==> src/rtl/bitwise_pkg.sv <==
// Shared types for the bitwise unit: opcode encoding and the two-state fold FSM.
// Opcodes select f(a,b); in accumulate mode a is the running fold and b the new beat.
package bitwise_pkg;

    typedef enum logic [2:0] {
        OP_AND   = 3'd0,
        OP_OR    = 3'd1,
        OP_XOR   = 3'd2,
        OP_NAND  = 3'd3,
        OP_NOR   = 3'd4,
        OP_XNOR  = 3'd5,
        OP_NOTA  = 3'd6,
        OP_PASSB = 3'd7
    } op_e;

    typedef enum logic {
        IDLE  = 1'b0,
        ACCUM = 1'b1
    } state_e;

endpackage

==> src/rtl/bitwise_core.sv <==
// Combinational bitwise operator, WIDTH bits, no state and no handshake.
// Each bit is built from gate primitives and the opcode picks one gate output.
module bitwise_core
    import bitwise_pkg::*;
#(
    parameter int WIDTH = 16
) (
    input  op_e              op,
    input  logic [WIDTH-1:0] a,
    input  logic [WIDTH-1:0] b,
    output logic [WIDTH-1:0] y
);

    for (genvar i = 0; i < WIDTH; i++) begin : g_bit
        logic w_and;
        logic w_or;
        logic w_xor;
        logic w_nand;
        logic w_nor;
        logic w_xnor;
        logic w_not;
        logic bit_y;

        and  u_and  (w_and,  a[i], b[i]);
        or   u_or   (w_or,   a[i], b[i]);
        xor  u_xor  (w_xor,  a[i], b[i]);
        nand u_nand (w_nand, a[i], b[i]);
        nor  u_nor  (w_nor,  a[i], b[i]);
        xnor u_xnor (w_xnor, a[i], b[i]);
        not  u_not  (w_not,  a[i]);

        always_comb begin
            bit_y = 1'b0;
            case (op)
                OP_AND:   bit_y = w_and;
                OP_OR:    bit_y = w_or;
                OP_XOR:   bit_y = w_xor;
                OP_NAND:  bit_y = w_nand;
                OP_NOR:   bit_y = w_nor;
                OP_XNOR:  bit_y = w_xnor;
                OP_NOTA:  bit_y = w_not;
                OP_PASSB: bit_y = b[i];
                default:  bit_y = b[i];
            endcase
        end

        assign y[i] = bit_y;
    end

endmodule

==> src/rtl/bitwise_unit_pipe.sv <==
// Registered bitwise unit with single-op and multi-beat fold modes; result one cycle after accept.
// Input is stalled (IN_READY low) only while a result is held and the consumer is not taking it.
module bitwise_unit_pipe
    import bitwise_pkg::*;
#(
    parameter int WIDTH = 16,
    parameter int CNT_W = 8
) (
    input  logic             CLK,
    input  logic             RESET_N,
    input  logic             IN_VALID,
    output logic             IN_READY,
    input  logic [WIDTH-1:0] X,
    input  logic [WIDTH-1:0] Y,
    input  logic [2:0]       OP,
    input  logic             ACC,
    input  logic             LAST,
    output logic             OUT_VALID,
    input  logic             OUT_READY,
    output logic [WIDTH-1:0] OUT,
    output logic             ZR,
    output logic             NG,
    output logic [CNT_W-1:0] BEATS
);

    state_e           state_q;
    state_e           state_d;
    logic [WIDTH-1:0] acc_q;
    logic [WIDTH-1:0] acc_d;
    logic [WIDTH-1:0] out_q;
    logic [WIDTH-1:0] out_d;
    logic [CNT_W-1:0] cnt_q;
    logic [CNT_W-1:0] cnt_d;
    logic [CNT_W-1:0] cnt_inc;
    logic [CNT_W-1:0] beats_q;
    logic [CNT_W-1:0] beats_d;
    logic             out_vld_q;
    logic             out_vld_d;
    logic             zr_q;
    logic             ng_q;
    logic             accept;
    logic             load_out;
    logic [WIDTH-1:0] core_a;
    logic [WIDTH-1:0] core_b;
    logic [WIDTH-1:0] core_y;
    op_e              op_sel;

    assign IN_READY = !out_vld_q || OUT_READY;
    assign accept   = IN_VALID && IN_READY;
    assign op_sel   = op_e'(OP);

    // One operator serves both modes: a fold combines the running value with the new beat.
    assign core_a = (state_q == ACCUM) ? acc_q : X;
    assign core_b = (state_q == ACCUM) ? X : Y;

    // Beat count sticks at all-ones instead of wrapping.
    assign cnt_inc = (&cnt_q) ? cnt_q : cnt_q + CNT_W'(1);

    bitwise_core #(
        .WIDTH (WIDTH)
    ) u_core (
        .op (op_sel),
        .a  (core_a),
        .b  (core_b),
        .y  (core_y)
    );

    always_comb begin
        state_d  = state_q;
        acc_d    = acc_q;
        cnt_d    = cnt_q;
        out_d    = out_q;
        beats_d  = beats_q;
        load_out = 1'b0;
        case (state_q)
            IDLE: begin
                if (accept) begin
                    if (!ACC) begin
                        load_out = 1'b1;
                        out_d    = core_y;
                        beats_d  = CNT_W'(1);
                    end else if (LAST) begin
                        load_out = 1'b1;
                        out_d    = X;
                        beats_d  = CNT_W'(1);
                    end else begin
                        acc_d   = X;
                        cnt_d   = CNT_W'(1);
                        state_d = ACCUM;
                    end
                end
            end
            ACCUM: begin
                if (accept) begin
                    if (LAST) begin
                        load_out = 1'b1;
                        out_d    = core_y;
                        beats_d  = cnt_inc;
                        state_d  = IDLE;
                    end else begin
                        acc_d = core_y;
                        cnt_d = cnt_inc;
                    end
                end
            end
            default: state_d = IDLE;
        endcase

        out_vld_d = out_vld_q;
        if (load_out) begin
            out_vld_d = 1'b1;
        end else if (OUT_READY) begin
            out_vld_d = 1'b0;
        end
    end

    always_ff @(posedge CLK or negedge RESET_N) begin
        if (!RESET_N) begin
            state_q <= IDLE;
        end else begin
            state_q <= state_d;
        end
    end

    always_ff @(posedge CLK or negedge RESET_N) begin
        if (!RESET_N) begin
            acc_q     <= '0;
            cnt_q     <= '0;
            out_q     <= '0;
            beats_q   <= '0;
            out_vld_q <= 1'b0;
            zr_q      <= 1'b1;
            ng_q      <= 1'b0;
        end else begin
            acc_q     <= acc_d;
            cnt_q     <= cnt_d;
            out_q     <= out_d;
            beats_q   <= beats_d;
            out_vld_q <= out_vld_d;
            if (load_out) begin
                zr_q <= (out_d == '0);
                ng_q <= out_d[WIDTH-1];
            end
        end
    end

    assign OUT_VALID = out_vld_q;
    assign OUT       = out_q;
    assign ZR        = zr_q;
    assign NG        = ng_q;
    assign BEATS     = beats_q;

endmodule

==> config.mk <==
export PLATFORM = sky130hd
export DESIGN_NAME = bitwise_unit_pipe
export DESIGN_NICKNAME = d
export VERILOG_FILES = /design/src/rtl/bitwise_pkg.sv /design/src/rtl/bitwise_core.sv /design/src/rtl/bitwise_unit_pipe.sv
export SDC_FILE = /design/constraint.sdc
export NUM_CORES = 1
export LEC_CHECK = 0
export ABC_CLOCK_PERIOD_IN_PS = 8800
export BUFFER_PORTS_ARGS = -buffer_cell sky130_fd_sc_hd__buf_4
export CAP_MARGIN = 0
export CORE_MARGIN = 4
export CORE_UTILIZATION = 60
export CTS_CLUSTER_DIAMETER = 200
export CTS_CLUSTER_SIZE = 10
export DETAILED_ROUTE_END_ITERATION = 10
export PLACE_DENSITY = 0.82
export SYNTH_ARGS = -nofsm -noshare
export SYNTH_HDL_FRONTEND = slang
export SYNTH_HIERARCHICAL = 1
export SYNTH_SLANG_ARGS = --single-unit
==> constraint.sdc <==
create_clock -name CLK -period 8.8 [get_ports CLK]
set_input_delay 0 -clock CLK [delete_from_list [all_inputs] [get_ports CLK]]
set_output_delay 0 -clock CLK [all_outputs]
set_load 0.005 [all_outputs]
==> results.py, run 1 <==
metrics = {
    "setup_path": {
        "cp-end-kind": "register",
        "critPathLaunchType": "register",
        "max_stage_delay_ns": 0.70,
        "crit_path_top_delay_cell": "buf_4",
        "crit_fanout": 57,
        "required_ns": 9.03,
        "crit_type": "reg -> reg",
        "crit_arrival_ns": 4.45,
        "crit_chain": "buf_4, mux2_2, inv_1, ha_1, a21o_1, o21ai_0, a22oi_1, a21oi_1, nand2b_1, o32ai_1, a221oi_1, a211oi_2, or4b_1, o31ai_2",
    },
    "cts": {
        "cts_tree": "built",
        "postCtsHoldBufs": 1,
        "ctsHtreeMaxLevel": 2,
        "path_clk_slew_ns": 0.11,
        "cts.sinks": 52,
        "clk_latency_ns": 0.32,
        "post_cts_resized": 0,
        "max-clock-path-buffers": 2,
        "cts_buffers": 5,
        "post_cts.repair.setup_buffers": 0,
        "clockRootBuffer": "clkbuf_8",
    },
    "synthesis": {
        "synth_ff_type": "dfrtp_1",
        "synth_area_leaders": "dfrtp_1, ha_1, mux2_2",
        "netlist_instances": 638,
        "synth_seq_cells": 52,
        "synth_largest_area_cell": "dfrtp_1",
        "ys_seq_area_frac": 0.2499,
        "synth_top_area_frac": 0.2448,
        "async_flop_share": 1.000,
        "syn_nets": 712,
        "synth_edf_count": 0,
        "yosysMostFrequentCell": "nand2_1",
        "ys_top_cells_by_count": "nand2_1, o21ai_0, a21oi_1, dfrtp_1, inv_1",
        "syn_area_per_cell_um2": 8.170,
        "yosysWarnings": 6,
        "synth_cell_types": 65,
        "mappedNetlistArea_um2": 5212,
    },
    "pwr": {
        "irDropWorstVdd_v": 0.00008812,
        "power_leakage_nw": 2.447,
        "cellPowerDensity_nw_per_um2": 189.6,
    },
    "routing": {
        "drc": 0,
        "drt_iter0_markers": 383,
        "drtPass1Iterations": 5,
        "ant_nets": 0,
        "via_per_inst": 6.480,
        "routedWlPerCell_um": 18.31,
        "vias": 4912,
        "routed_wl_um": 13880,
    },
    "finish": {
        "n_antenna_cell": 0,
        "n_fill_cell": 686,
        "instances_no_fill": 758,
        "multiInputGateArea_um2": 3292,
        "utilization": 0.6605,
        "syn_to_final_growth_pct": 5.689,
        "register_area_um2": 1304,
        "layout-drive-gt1-share": 0.1975,
        "fin_nets": 726,
    },
    "floorplan": {
        "die_height_um": 101.2,
        "rows": 33,
        "start_util": 0.6250,
        "die_area_um2": 10240,
        "core_um2": 8341,
        "pin_count": 69,
        "fp.dieW_um": 101.2,
    },
    "grt": {
        "grt_pass1_vias": 4612,
        "grt_overflow": 0,
        "grt_pass1_wl_um": 22580,
        "antenna_found_initial": 0,
        "grt_max_degree": 69,
        "grt_use_total": 0.2690,
    },
    "placed_design": {
        "place_hpwl_um": 9780,
        "dp_cells": 749,
        "gp_congestion": 0.9220,
        "portBuffers": 68,
    },
    "sta": {
        "fin_skew_ns": 0.01311,
        "rsz0062_at_grt": "no",
        "timing.fmax_mhz": 236.8,
        "setup_viol": 0,
        "finalHoldViolCount": 0,
        "tightest_slew_ns": 0.9914,
        "final.setup.tns_ns": 0,
        "slew_violations": 0,
        "relSlewSlack": 0.3346,
        "period_minus_slack_ns": 4.224,
        "fin_crit_sh": 0.4800,
    },
    "hold_path": {
        "hold_path.class": "in -> reg",
    },
    "outcome": {
        "status": "completed",
    },
    "flow_run": {
        "max_cap_viol_count": 0,
    },
}
==> layer usage <==
layer / GRT usage / vias to the layer above / share of wire
met5: 0 / - / 0
met1: 0.3767 / 2336 / 0.42
met4: 0.07055 / 0 / 0.013
li1: - / 2327 / -
met3: 0.03237 / 16 / 0.089
met2: 0.4416 / 233 / 0.47
==> final timing paths <==
check                      cells after the start  endpoint  slack [ns]  startpoint
max                                           14        ZR        4.58     state_q
min                                            3  acc_q[3]        0.02        X[3]
max reg2reg                                   14        ZR        4.58     state_q
min reg2reg                                    2  acc_q[4]        0.49    acc_q[4]
max in group asynchronous                      2   state_q        8.05     RESET_N
min in group asynchronous                      2  BEATS[3]        0.25     RESET_N
==> where the power goes <==
part           switching [mW]  internal, mW
logic                   0.279         0.241
registers              0.0654         0.308
clock network          0.0924        0.0587
==> flip-flops by register name, summed over array words and instances (netlist names) <==
name / cells
OUT_VALID: 1
ZR: 1
state_q: 1
BEATS: 8
acc_q: 16
cnt_q: 8
NG: 1
OUT: 16
==> critical path, delay by kind of cell (launching register included) <==
kind	cells	cell delay (ns)
AO/OA/AOI/OAI	8	1.41
adder cells (fa/ha/maj)	1	0.18
flip-flops	1	0.68
AND/OR/NAND/NOR	2	0.64
multiplexers	1	0.45
buffers and inverters	2	0.76
==> metrics by stage <==
stage / instance area (um^2) / power (mW) / hold slack, ns / worst slack, ns
floorplan: 5213 / 0.7454 / -0.2956 / 5.233
global placement: 5403 / 0.8599 / 0.08702 / 4.825
detailed placement: 5403 / 0.8869 / 0.09295 / 4.706
CTS: 5509 / 1.038 / 0.02060 / 4.654
global route: 5509 / 1.124 / 0.02096 / 4.376
finish: 5509 / 1.044 / 0.02040 / 4.576
==> cell families after synthesis <==
group,synth area share
AO/OA/AOI/OAI,0.2626
XOR/XNOR,0.003361
adder cells (fa/ha/maj),0.07921
buffers and inverters,0.1186
flip-flops,0.2499
multiplexers,0.1243
AND/OR/NAND/NOR,0.1620
==> area by class of cell <==
class	count	share of cell area
Clock buffer	5	0.01249
Clock inverter	3	0.004997
Inverter	40	0.02862
Multi-Input combinational cell	483	0.5975
Sequential cell	52	0.2367
Tap cell	105	0.02385
Timing Repair Buffer	70	0.09584
==> cell usage in the layout, fill, tap and decap left out, drive strengths merged, types with 5 or more instances in the layout <==
cell,Yosys,layout
or2b,5,5
inv,40,41
nor3,7,7
o22a,8,8
a22oi,8,8
mux2i,25,25
a221oi,14,14
nand2,71,71
ha,33,33
o31ai,6,6
a21oi,51,51
nand3b,8,8
dfrtp,51,51
mux2,33,33
clkbuf,14,5
nand2b,13,13
o211ai,9,9
a31oi,9,9
o21ai,74,74
o22ai,14,14
nand3,13,13
nor2,33,33
buf,49,69
Note: power is estimated with default switching activity, not from simulation.
==> run 2: changes to the inputs <==
--- a/config.mk
+++ b/config.mk
@@ -5,15 +5,15 @@
 export SDC_FILE = /design/constraint.sdc
 export NUM_CORES = 1
 export LEC_CHECK = 0
-export ABC_CLOCK_PERIOD_IN_PS = 8800
+export ABC_CLOCK_PERIOD_IN_PS = 3400
 export BUFFER_PORTS_ARGS = -buffer_cell sky130_fd_sc_hd__buf_4
 export CAP_MARGIN = 0
 export CORE_MARGIN = 4
-export CORE_UTILIZATION = 60
+export CORE_UTILIZATION = 54
 export CTS_CLUSTER_DIAMETER = 200
 export CTS_CLUSTER_SIZE = 10
 export DETAILED_ROUTE_END_ITERATION = 10
-export PLACE_DENSITY = 0.82
+export PLACE_DENSITY = 0.78
 export SYNTH_ARGS = -nofsm -noshare
 export SYNTH_HDL_FRONTEND = slang
 export SYNTH_HIERARCHICAL = 1
==> constraint.sdc (replaced) <==
create_clock -name CLK -period 3.4 [get_ports CLK]
set_input_delay 0 -clock CLK [delete_from_list [all_inputs] [get_ports CLK]]
set_output_delay 0 -clock CLK [all_outputs]
set_load 0.005 [all_outputs]
==> results.py, run 2 (same netlist as run 1, synthesis figures left out) <==
metrics = {
    "sta": {
        "setup_viol": 0,
        "finalHoldViolCount": 0,
        "period_minus_slack_ns": 3.316,
        "final.setup.tns_ns": 0,
        "timing.fmax_mhz": 301.6,
        "slew_violations": 0,
        "fin_crit_sh": 0.9752,
        "fin_skew_ns": 0.01185,
        "tightest_slew_ns": 0.8462,
        "relSlewSlack": 0.4315,
    },
    "floorplan": {
        "pin_count": 69,
        "core_um2": 9328,
        "die_height_um": 106.3,
        "fp.dieW_um": 106.3,
        "start_util": 0.5588,
        "rows": 35,
        "die_area_um2": 11290,
    },
    "placed_design": {
        "gp_congestion": 0.8719,
        "portBuffers": 68,
        "dp_cells": 784,
        "place_hpwl_um": 10320,
    },
    "routing": {
        "via_per_inst": 6.224,
        "vias": 4954,
        "drtPass1Iterations": 5,
        "drc": 0,
        "ant_nets": 0,
        "drt_iter0_markers": 500,
        "routed_wl_um": 14460,
        "routedWlPerCell_um": 18.17,
    },
    "cts": {
        "clockRootBuffer": "clkbuf_8",
        "max-clock-path-buffers": 2,
        "cts.sinks": 52,
        "cts_tree": "built",
        "ctsHtreeMaxLevel": 2,
        "cts_buffers": 5,
        "clk_latency_ns": 0.31,
        "path_clk_slew_ns": 0.11,
    },
    "pwr": {
        "cellPowerDensity_nw_per_um2": 511.4,
        "power_leakage_nw": 2.570,
        "irDropWorstVdd_v": 0.0002410,
    },
    "setup_path": {
        "required_ns": 3.63,
        "worstReg2RegEnd": "ZR",
        "crit_fanout": 5,
        "crit_type": "reg -> reg",
        "reg2reg_slack_ns": 0.08,
        "critPathLaunchType": "register",
        "r2r_cells": 13,
        "crit_arrival_ns": 3.54,
        "reg2reg_from": "state_q",
        "cp-end-kind": "register",
    },
    "grt": {
        "grt_overflow": 0,
        "grt_pass1_wl_um": 23360,
        "grt_pass1_vias": 4638,
        "grt_max_degree": 69,
        "grt_use_total": 0.2494,
        "antenna_found_initial": 0,
    },
    "hold_path": {
        "whs_path_depth": 3,
        "hp-start": "X[12]",
        "holdPathEnd": "acc_q[12]",
        "hold_path.class": "in -> reg",
    },
    "finish": {
        "n_antenna_cell": 0,
        "syn_to_final_growth_pct": 10.99,
        "utilization": 0.6203,
        "final_common_cell": "buf_4",
        "layout_common_cells": "buf_4, nand2_1, o21ai_0",
        "layout-drive-gt1-share": 0.2339,
        "instances_no_fill": 796,
        "fin_nets": 740,
    },
    "flow_run": {
        "max_cap_viol_count": 0,
    },
    "outcome": {
        "status": "completed",
    },
}
run 2: what timing repair did:
action / 4_1_cts / 5_1_grt
endpoints found under the hold margin: 52 / 0
resized for setup: 0 / 17
hold buffers: 2 / 0
setup buffers: 0 / 2
setup endpoints to repair: 0 / 1
run 2: stage by stage:
| step | cell area (um^2) | setup WS (ns) | hold WS [ns] | power [mW] |
|---|---|---|---|---|
| after floorplan | 5220 | 0.002784 | -0.2956 | 1.932 |
| after global placement | 5528 | 0.1729 | 0.07912 | 2.275 |
| after detailed placement | 5528 | 0.09108 | 0.08837 | 2.356 |
| after CTS | 5685 | 0.06521 | 0.009282 | 2.883 |
| after global routing | 5786 | -0.02316 | 0.02446 | 3.164 |
| final | 5786 | 0.08448 | 0.009746 | 2.959 |
run 2: power by group:
| part | leakage [nW] | internal [mW] | switching (mW) |
|---|---|---|---|
| Sequential | 0.635 | 0.797 | 0.176 |
| Clock | 0.0687 | 0.297 | 0.229 |
| Combinational | 1.87 | 0.686 | 0.774 |
run 2: cell type report:
| cell class | instances | area, um^2 |
|---|---|---|
| fill | 797 | 3542 |
| inverter | 40 | 157.7 |
| tap | 129 | 161.4 |
| sequential | 52 | 1304 |
| timing repair buffer | 84 | 651.9 |
| clock buffer | 5 | 68.82 |
| multi-input combinational | 483 | 3373 |
| clock inverter | 3 | 68.82 |
run 2: worst max path at each step:
stage	startpoint	endpoint	slack [ns]	depth (start not counted)
floorplan	state_q	ZR	0.003	16
global placement	state_q	ZR	0.17	14
detailed placement	state_q	ZR	0.09	14
CTS	state_q	ZR	0.07	14
global route	state_q	ZR	-0.02	13
finish	state_q	ZR	0.08	13
run 2: critical path, stage by stage (launching register included):
cell       delay (ns)
dfrtp_2          0.47
buf_4            0.17
mux2_2           0.25
inv_1            0.05
ha_1             0.28
o21ai_0          0.09
a221oi_1         0.28
a21oi_1          0.22
nor2_1           0.15
a2111oi_0        0.08
a211o_1          0.32
a22o_1           0.21
or4b_1           0.49
o31ai_2          0.18
run 2: per-layer routing:
metal,vias up,part of all wire,track usage
li1,2362,-,-
met4,0,0.010,0.05365
met5,-,0,0
met2,221,0.47,0.3941
met3,15,0.070,0.02914
met1,2356,0.45,0.3661
